--- src/rtl/fetch_stage.sv ---
// Instruction-fetch stage: owns the PC, drives imem and feeds decode through
// a valid/ready IF/ID register with redirect, stall and halt handling.
module fetch_stage #(
    parameter int            n          = 16,
    parameter int            r          = 5,
    parameter logic [r-1:0]  RESET_PC   = '0,
    parameter logic [n-1:0]  HALT_INSTR = 16'hFFFF
) (
    input  logic         clk,
    input  logic         rst_n,
    input  logic         en,
    output logic [r-1:0] imem_pc,
    input  logic [n-1:0] imem_instr,
    input  logic         redirect,
    input  logic [r-1:0] redirect_pc,
    output logic         id_valid,
    input  logic         id_ready,
    output logic [n-1:0] id_instr,
    output logic [r-1:0] id_pc,
    output logic         halted
);

    typedef enum logic {RUN, HALTED} state_t;

    localparam logic [r-1:0] PC_ONE = r'(1);

    state_t       state;
    logic [r-1:0] pc;
    logic         xfer;
    logic         space;

    assign imem_pc = pc;
    assign xfer    = id_valid & id_ready;
    assign space   = ~id_valid | id_ready;

    always_ff @(posedge clk or negedge rst_n) begin
        if (!rst_n) begin
            pc       <= RESET_PC;
            id_valid <= 1'b0;
            id_instr <= '0;
            id_pc    <= '0;
            state    <= RUN;
            halted   <= 1'b0;
        end else if (redirect) begin
            // The held word is discarded; its pc/instr fields simply go stale.
            pc       <= redirect_pc;
            id_valid <= 1'b0;
            state    <= RUN;
            halted   <= 1'b0;
        end else if (state == HALTED) begin
            if (xfer)
                id_valid <= 1'b0;
        end else if (en && space) begin
            id_instr <= imem_instr;
            id_pc    <= pc;
            id_valid <= 1'b1;
            if (imem_instr == HALT_INSTR) begin
                state  <= HALTED;
                halted <= 1'b1;
            end else begin
                pc <= pc + PC_ONE;
            end
        end else if (xfer) begin
            id_valid <= 1'b0;
        end
    end

endmodule

--- config.mk ---
export PLATFORM = sky130hd
export DESIGN_NAME = fetch_stage
export DESIGN_NICKNAME = d
export VERILOG_FILES = /design/src/rtl/fetch_stage.sv
export SDC_FILE = /design/constraint.sdc
export NUM_CORES = 1
export LEC_CHECK = 0
export ABC_AREA = 1
export BUFFER_PORTS_ARGS = -buffer_cell sky130_fd_sc_hd__buf_2
export CAP_MARGIN = 20
export CORE_UTILIZATION = 47
export CTS_CLUSTER_DIAMETER = 60
export DETAILED_ROUTE_END_ITERATION = 8
export PLACE_DENSITY = 0.89
export SETUP_SLACK_MARGIN = 0.4
export SLEW_MARGIN = 15
export SYNTH_ARGS = -nofsm -noshare
export SYNTH_HDL_FRONTEND = slang
export SYNTH_SLANG_ARGS = --single-unit
--- constraint.sdc ---
create_clock -name clk -period 1.4 [get_ports clk]
set_clock_uncertainty 0.05 [all_clocks]
set_input_delay 0.28 -clock clk [delete_from_list [all_inputs] [get_ports clk]]
set_output_delay 0.28 -clock clk [all_outputs]
set_load 0.05 [all_outputs]
==> impl_metrics.yaml, run 1 <==
global_routing:
  grt_max_degree: 17
  antenna_found_initial: 0
  grt_use_total: 0.375
  grt-ovfl-total: 0
  grt_pass1_vias: 1730
  grt_pass1_wl_mm: 8.59
timing:
  period_minus_slack_ns: 1.41
  setup_violations: 1
  rsz0062_at_grt: "true"
  hold_viol_final: 0
  slew_headroom: 0.729
  final_max_slew_viol_count: 0
  clock.fmax_mhz: 711
  tightest_slew_ns: 0.406
  fin_ws_ns: -0.00726
  fin_crit_sh: 1.01
yosys:
  yosys.area_share.simple: 0.353
  synth_cells: 168
  syn_area_per_cell_um2: 8.13
  netlist_area_um2: 1370
  synth_compound_area_frac: 0.0485
  synth_xor_area_frac: 0.00641
  yosys.area_share.adder: 0.00916
  syn_nets: 195
  synthMuxAreaShare: 0
  ys_seq_area_frac: 0.531
  synth_warnings: 0
  synth-seq-cells: 29
  ys_types: 21
  synth_top_family_by_area: "simple AND/OR/NAND/NOR gates"
floorplan:
  start_util: 0.495
  placementRows: 19
  die-height_um: 55.9
  die-area_um2: 3130
  core_area_um2: 2760
  chipWidth_um: 55.9
  pin_count: 54
clock_tree:
  path_clk_slew_ns: 0.14
  cts_root_buf: "clkbuf_4"
  cts_tree: "done"
  cts.htree.levels: 2
  clockBufferDepth: 2
  cts.sinks: 29
  numCtsBuffers: 5
  insertion_delay_ns: 0.35
worst_setup_path:
  cp-start-kind: "flip-flop"
  cpMaxStageDelayCell: "dfrtp_2"
  ff2ff_path_depth: 9
  critical-path-max-stage-delay_ns: 0.41
  critPathKind: "flip-flop to flip-flop"
  crit_arrival_ns: 1.59
  r2r-end: "imem_pc[3]"
  crit_path_max_fanout: 3
  cp_top_family: "flip-flops"
  cp_num_buf_inv: 3
  worstPathCellList: "buf_6 -> buf_6 -> nand3_2 -> nand2_1 -> inv_1 -> o21ai_1 -> nand2_1 -> nand2_1 -> nand2_1"
  cpMostUsedCell: "nand2_1"
  cp-end-kind: "flip-flop"
  reg2reg_slack_ns: -0.007
  r2r_start: "imem_pc[1]"
  cp_data_required_time_ns: 1.58
detailed_routing:
  drtIter0Drc: 237
  routed_via_density: 6.59
  first_pass_iters: 6
  vias: 1943
  wl_per_cell_um: 26.2
  ant_nets: 0
  post-route-drc-count: 0
  totalWireLength_mm: 7.73
hold_path:
  holdCritStartpoint: "imem_instr[15]"
  hp-class: "input port to flip-flop"
  hold_end: "id_instr[15]"
  hold_depth: 3
finish:
  fill_cells: 54
  fin_area_um2: 2660
  area.sequential_um2: 733
  final_cell_mix: "55 x nand2_1, 34 x buf_6, 25 x buf_2"
  finish.utilization: 0.965
  n_antenna_cell: 0
  syn_to_final_growth_pct: 94.8
  num-nets-final: 290
  final_common_cell: "nand2_1"
  multi_input_area_um2: 897
  drive_above_1_share: 0.595
  fin_cells: 295
power:
  p_leak_uw: 0.00132
  ir_drop_uv: 1200
  pwr_density_cell_nw_per_um2: 1240
place:
  place.gp.congestion: 0.850
  dp_hpwl_mm: 2.21
  preCtsSetupSlack_ns: 0.0775
  placed_cell_area_um2: 1710
  port_buffers: 53
  placed_cells: 249
flow_run:
  maxCapViolations: 0
outcome:
  status: "complete, but fails checks"
  violations: "negative setup slack"
## layer usage
layer	share of wire	vias to the layer above	global-route usage
met5	0	-	0
met4	0.096	0	0.223
met3	0.14	79	0.105
met2	0.43	235	0.628
met1	0.33	895	0.428
li1	-	734	-
## cells by family (layout without fill, tap and decap cells)
family                     Yosys count  in the layout
buffers and inverters               15            108
DFF                                 29             29
AOI/OAI and AO/OA                   10             10
adders and majority gates            1              1
xor gates and xnor gates             1              1
and+or+nand+nor                    112            115
## how the worst max path moves through the flow
stage	from	end	slack [ns]	depth (start not counted)
6_report	imem_pc[1]	imem_pc[3]	-0.007	9
3_3_place_gp	id_valid	halted	0.12	5
5_1_grt	imem_pc[1]	imem_pc[3]	-0.06	9
2_1_floorplan	imem_pc[0]	imem_pc[4]	0.14	6
4_1_cts	imem_pc[3]	imem_pc[3]	0.14	1
3_5_place_dp	id_valid	halted	0.08	5
## Yosys cell counts
library cell | instances | area, um^2
inv_1 | 6 | 22.5
xnor2_1 | 1 | 8.76
inv_2 | 2 | 7.51
ha_1 | 1 | 12.5
buf_6 | 1 | 11.3
o31ai_1 | 1 | 7.51
o21ai_1 | 3 | 15.0
nand3b_1 | 1 | 7.51
a21oi_1 | 1 | 5.00
o21ai_4 | 1 | 16.3
nand2_4 | 1 | 11.3
a21boi_1 | 1 | 7.51
nor2_1 | 8 | 30.0
nand3_1 | 26 | 130
nand2_2 | 2 | 12.5
nor2_2 | 2 | 12.5
o21ai_0 | 3 | 15.0
nor2_4 | 1 | 11.3
nand2_1 | 71 | 267
dfrtp_1 | 29 | 726
buf_2 | 6 | 30.0
## layout make-up
| class | instances | share of cell area |
|---|---|---|
| Clock buffer | 8 | 0.0221 |
| Inverter | 8 | 0.0160 |
| Multi-Input combinational cell | 127 | 0.337 |
| Sequential cell | 29 | 0.276 |
| Tap cell | 31 | 0.0146 |
| Timing Repair Buffer | 92 | 0.335 |
## metrics by stage
stage / hold slack, ns / total power [uW] / setup TNS [ns]
6_report: 0.105 / 3300 / -0.00726
5_1_grt: 0.122 / 3360 / -0.0608
4_1_cts: 0.134 / 2890 / 0
3_5_place_dp: 0.164 / 1950 / 0
3_3_place_gp: 0.164 / 1940 / 0
2_1_floorplan: -0.0656 / 1720 / 0
## power breakdown
group	leakage [uW]	total, uW	switching, uW	internal, uW
clock	0.0000326	627	379	248
sequential	0.000355	1090	125	963
combinational	0.000937	1580	963	620
total	0.00132	3300	1470	1830
## tightest hold or removal path, cell delays in order
cell and delay [ns]:
buf_2 0.11, nand3_2 0.06, nand2_1 0.05
## state kept, by name (all words and copies together) (netlist names)
signal	flops
id_instr	16
id_valid	1
state	1
halted	1
imem_pc	5
id_pc	5
## what timing repair did
action	CTS	global route
setup buffers	19	13
endpoints found under the hold margin	15	0
gates cloned	4	1
gates resized for setup	95	34
pin swaps	29	20
hold buffers	1	0
setup endpoints to repair	57	57
Power figures use the tool's default switching activity.
==> inputs of run 2 (changes only) <==
- ABC_AREA: 1 -> 0
- CORE_UTILIZATION: 47 -> 46
==> run 2 against run 1 <==
  * The run ends with negative hold slack, negative setup slack left
  * Utilization down 10 points
  * Clock-buffer cell count down 2
  * Sequential power barely moved
  * Critical path depth shrank 2
  * Setup slack worse by 0.067 ns
  * Synthesized cell count down 44%
  * Largest cell class is now registers
  * Highest routed layer unchanged
==> impl_metrics.yaml, run 2 <==
outcome:
  status: "complete, but fails checks"
  violations: "negative hold slack, negative setup slack"
timing:
  rsz0062_at_grt: "true"
  slew_headroom: 0.568
  fin_crit_sh: 1.05
  setup_violations: 26
  final_max_slew_viol_count: 0
  fin_tns_setup_ns: -1.07
  timing.hold.ws_ns: -0.108
  hold_viol_final: 29
  fin_ws_ns: -0.0742
  tightest_slew_ns: 0.648
  period_minus_slack_ns: 1.47
  clock.fmax_mhz: 678
yosys:
  netlist_area_um2: 1250
  yosysTopAreaCellShare: 0.579
  syn_area_per_cell_um2: 13.3
  ys_seq_area_frac: 0.579
  synth-seq-cells: 29
  synthArstFlopShare: 1.00
  synth_edf_count: 0
  yosys-top-cells-count: "29 x dfrtp_1, 21 x mux2_2, 7 x nor2_1"
  synth_area_leaders: "dfrtp_1 58%, mux2_2 19%, a31oi_1 2.5%, nor2_1 2.1%, nand4_1 2.0%"
  synth_cells: 94
  synth_warnings: 0
  syn_nets: 121
  ys_types: 24
  yosys.area.top_type: "dfrtp_1"
  synth_ff_type: "dfrtp_1"
  yosysMostFrequentCell: "dfrtp_1"
finish:
  num-nets-final: 201
  syn_to_final_growth_pct: 73.6
  drive_above_1_share: 0.686
  area.sequential_um2: 732
  final_common_cell: "buf_6"
  n_antenna_cell: 0
  final_cell_mix: "38 x buf_6, 24 x dfrtp_1, 17 x mux2_4, 17 x buf_4, 15 x buf_2"
  largest_register: "id_instr"
  fin_cells: 205
  largest_reg_flops: 16
  multi_input_area_um2: 628
  fill_cells: 116
worst_setup_path:
  crit_path_max_fanout: 3
  critPathKind: "flip-flop to flip-flop"
  cp-end-kind: "flip-flop"
  r2r_start: "id_valid"
  crit_arrival_ns: 1.64
  critPathLaunch: "id_valid"
  cp-start-kind: "flip-flop"
  cpMaxStageDelayCell: "dfrtp_2"
  critical-path-max-stage-delay_ns: 0.40
  cpMostUsedCell: "buf_4"
  cp_data_required_time_ns: 1.57
  worstPathCellList: "nand2b_4 -> buf_4 -> buf_4 -> buf_6 -> and3b_2 -> a31oi_1 -> a2bb2oi_1"
clock_tree:
  cts_tree: "done"
  cts.htree.levels: 2
  clockBufferDepth: 2
  insertion_delay_ns: 0.34
  numCtsBuffers: 5
  path_clk_slew_ns: 0.11
  cts_root_buf: "clkbuf_4"
  cts.sinks: 29
detailed_routing:
  totalWireLength_mm: 4.37
  vias: 1151
  first_pass_iters: 4
  drtIter0Drc: 31
  post-route-drc-count: 0
  wl_per_cell_um: 21.3
  routed_via_density: 5.61
  ant_nets: 0
place:
  preCtsSetupSlack_ns: -0.142
  dp_hpwl_mm: 2.17
  placed_cells: 184
  port_buffers: 53
  place.gp.congestion: 0.812
power:
  p_leak_uw: 0.00103
  ir_drop_uv: 1170
  pwr_density_cell_nw_per_um2: 1340
  design_power_total_uw: 2910
floorplan:
  pin_count: 54
  core_area_um2: 2520
  placementRows: 18
  start_util: 0.497
  die-area_um2: 2940
  chipWidth_um: 54.2
  die-height_um: 54.2
global_routing:
  grt_pass1_wl_mm: 5.52
  grt_pass1_vias: 1143
  grt_use_total: 0.280
  grt-ovfl-total: 0
  antenna_found_initial: 0
  grt_max_degree: 30
flow_run:
  maxCapViolations: 0
hold_path:
  hp-class: "input port to asynchronous set/reset pin"
[run 2: cell count changes in the layout (fill, tap and decap cells not counted), sizes merged, moves of 2 or more]
| cell | delta |
|---|---|
| nand2 | -76 |
| nand2b | +2 |
| nor2 | -4 |
| o21ai | -5 |
| nand4 | +5 |
| inv | -5 |
| or4 | +3 |
| nand3 | -23 |
| mux2 | +21 |
| a31oi | +5 |
| clkbuf | -2 |
| buf | -15 |
[run 2: final timing paths]
path,endpoint,slack [ns],cells after the start
hold reg to reg,id_instr[15],0.49,1
max in group asynchronous,imem_pc[1],0.93,1
hold / removal,id_instr[13],-0.11,1
setup / recovery,imem_pc[1],-0.07,7
setup reg to reg,imem_pc[1],-0.07,7
min in group clk,id_instr[8],0.12,2
[run 2: cell families after synthesis]
| logic type | Yosys count | share of synthesized area |
|---|---|---|
| flip-flops | 29 | 0.579 |
| AND/OR/NAND/NOR | 25 | 0.134 |
| multiplexers | 21 | 0.189 |
| AO/OA/AOI/OAI | 13 | 0.0669 |
| buffers and inverters | 5 | 0.0210 |
| adder cells (fa/ha/maj) | 1 | 0.00999 |
[run 2: stage by stage]
stage | instance area (um^2) | hold WS [ns] | util
floorplan | 1300 | -0.0656 | -
global placement | 1670 | 0.278 | 0.661
detailed placement | 1670 | 0.284 | 0.661
CTS | 2040 | -0.0714 | 0.808
global route | 2170 | -0.0709 | 0.862
finish | 2170 | -0.108 | 0.862
[run 2: metal layers]
metal,track usage,routed length [um],up-vias
met5,0,0,-
met4,0.107,121,0
met3,0.0989,286,13
met2,0.502,2320,66
met1,0.297,1640,557
li1,-,-,515
[run 2: report_power, final]
part           switching, uW  total [uW]  leakage, uW  internal, uW
combinational            723        1300     0.000660           575
sequential               126        1100     0.000339           971
clock                    322         513    0.0000320           191
[run 2: area by class of cell]
class | count | area share
Sequential cell | 29 | 0.337
Clock buffer | 6 | 0.0190
Inverter | 2 | 0.00345
Timing Repair Buffer | 76 | 0.330
Clock inverter | 2 | 0.00460
Multi-Input combinational cell | 60 | 0.289
Tap cell | 30 | 0.0173
[run 2: worst max-delay path: cells and delay by family (launching register included)]
kind | cells | cell delay [ns]
and+or+nand+nor | 2 | 0.28
DFF | 1 | 0.40
AOI/OAI and AO/OA | 2 | 0.26
buffers and inverters | 3 | 0.37
[run 2: timing repair]
| item | 4_1_cts | 5_1_grt |
|---|---|---|
| resized for setup | 79 | 19 |
| endpoints found under the setup margin | 56 | 57 |
| hold endpoints to repair | 29 | 29 |
| setup buffers | 5 | 8 |
| pin swaps | 9 | 8 |
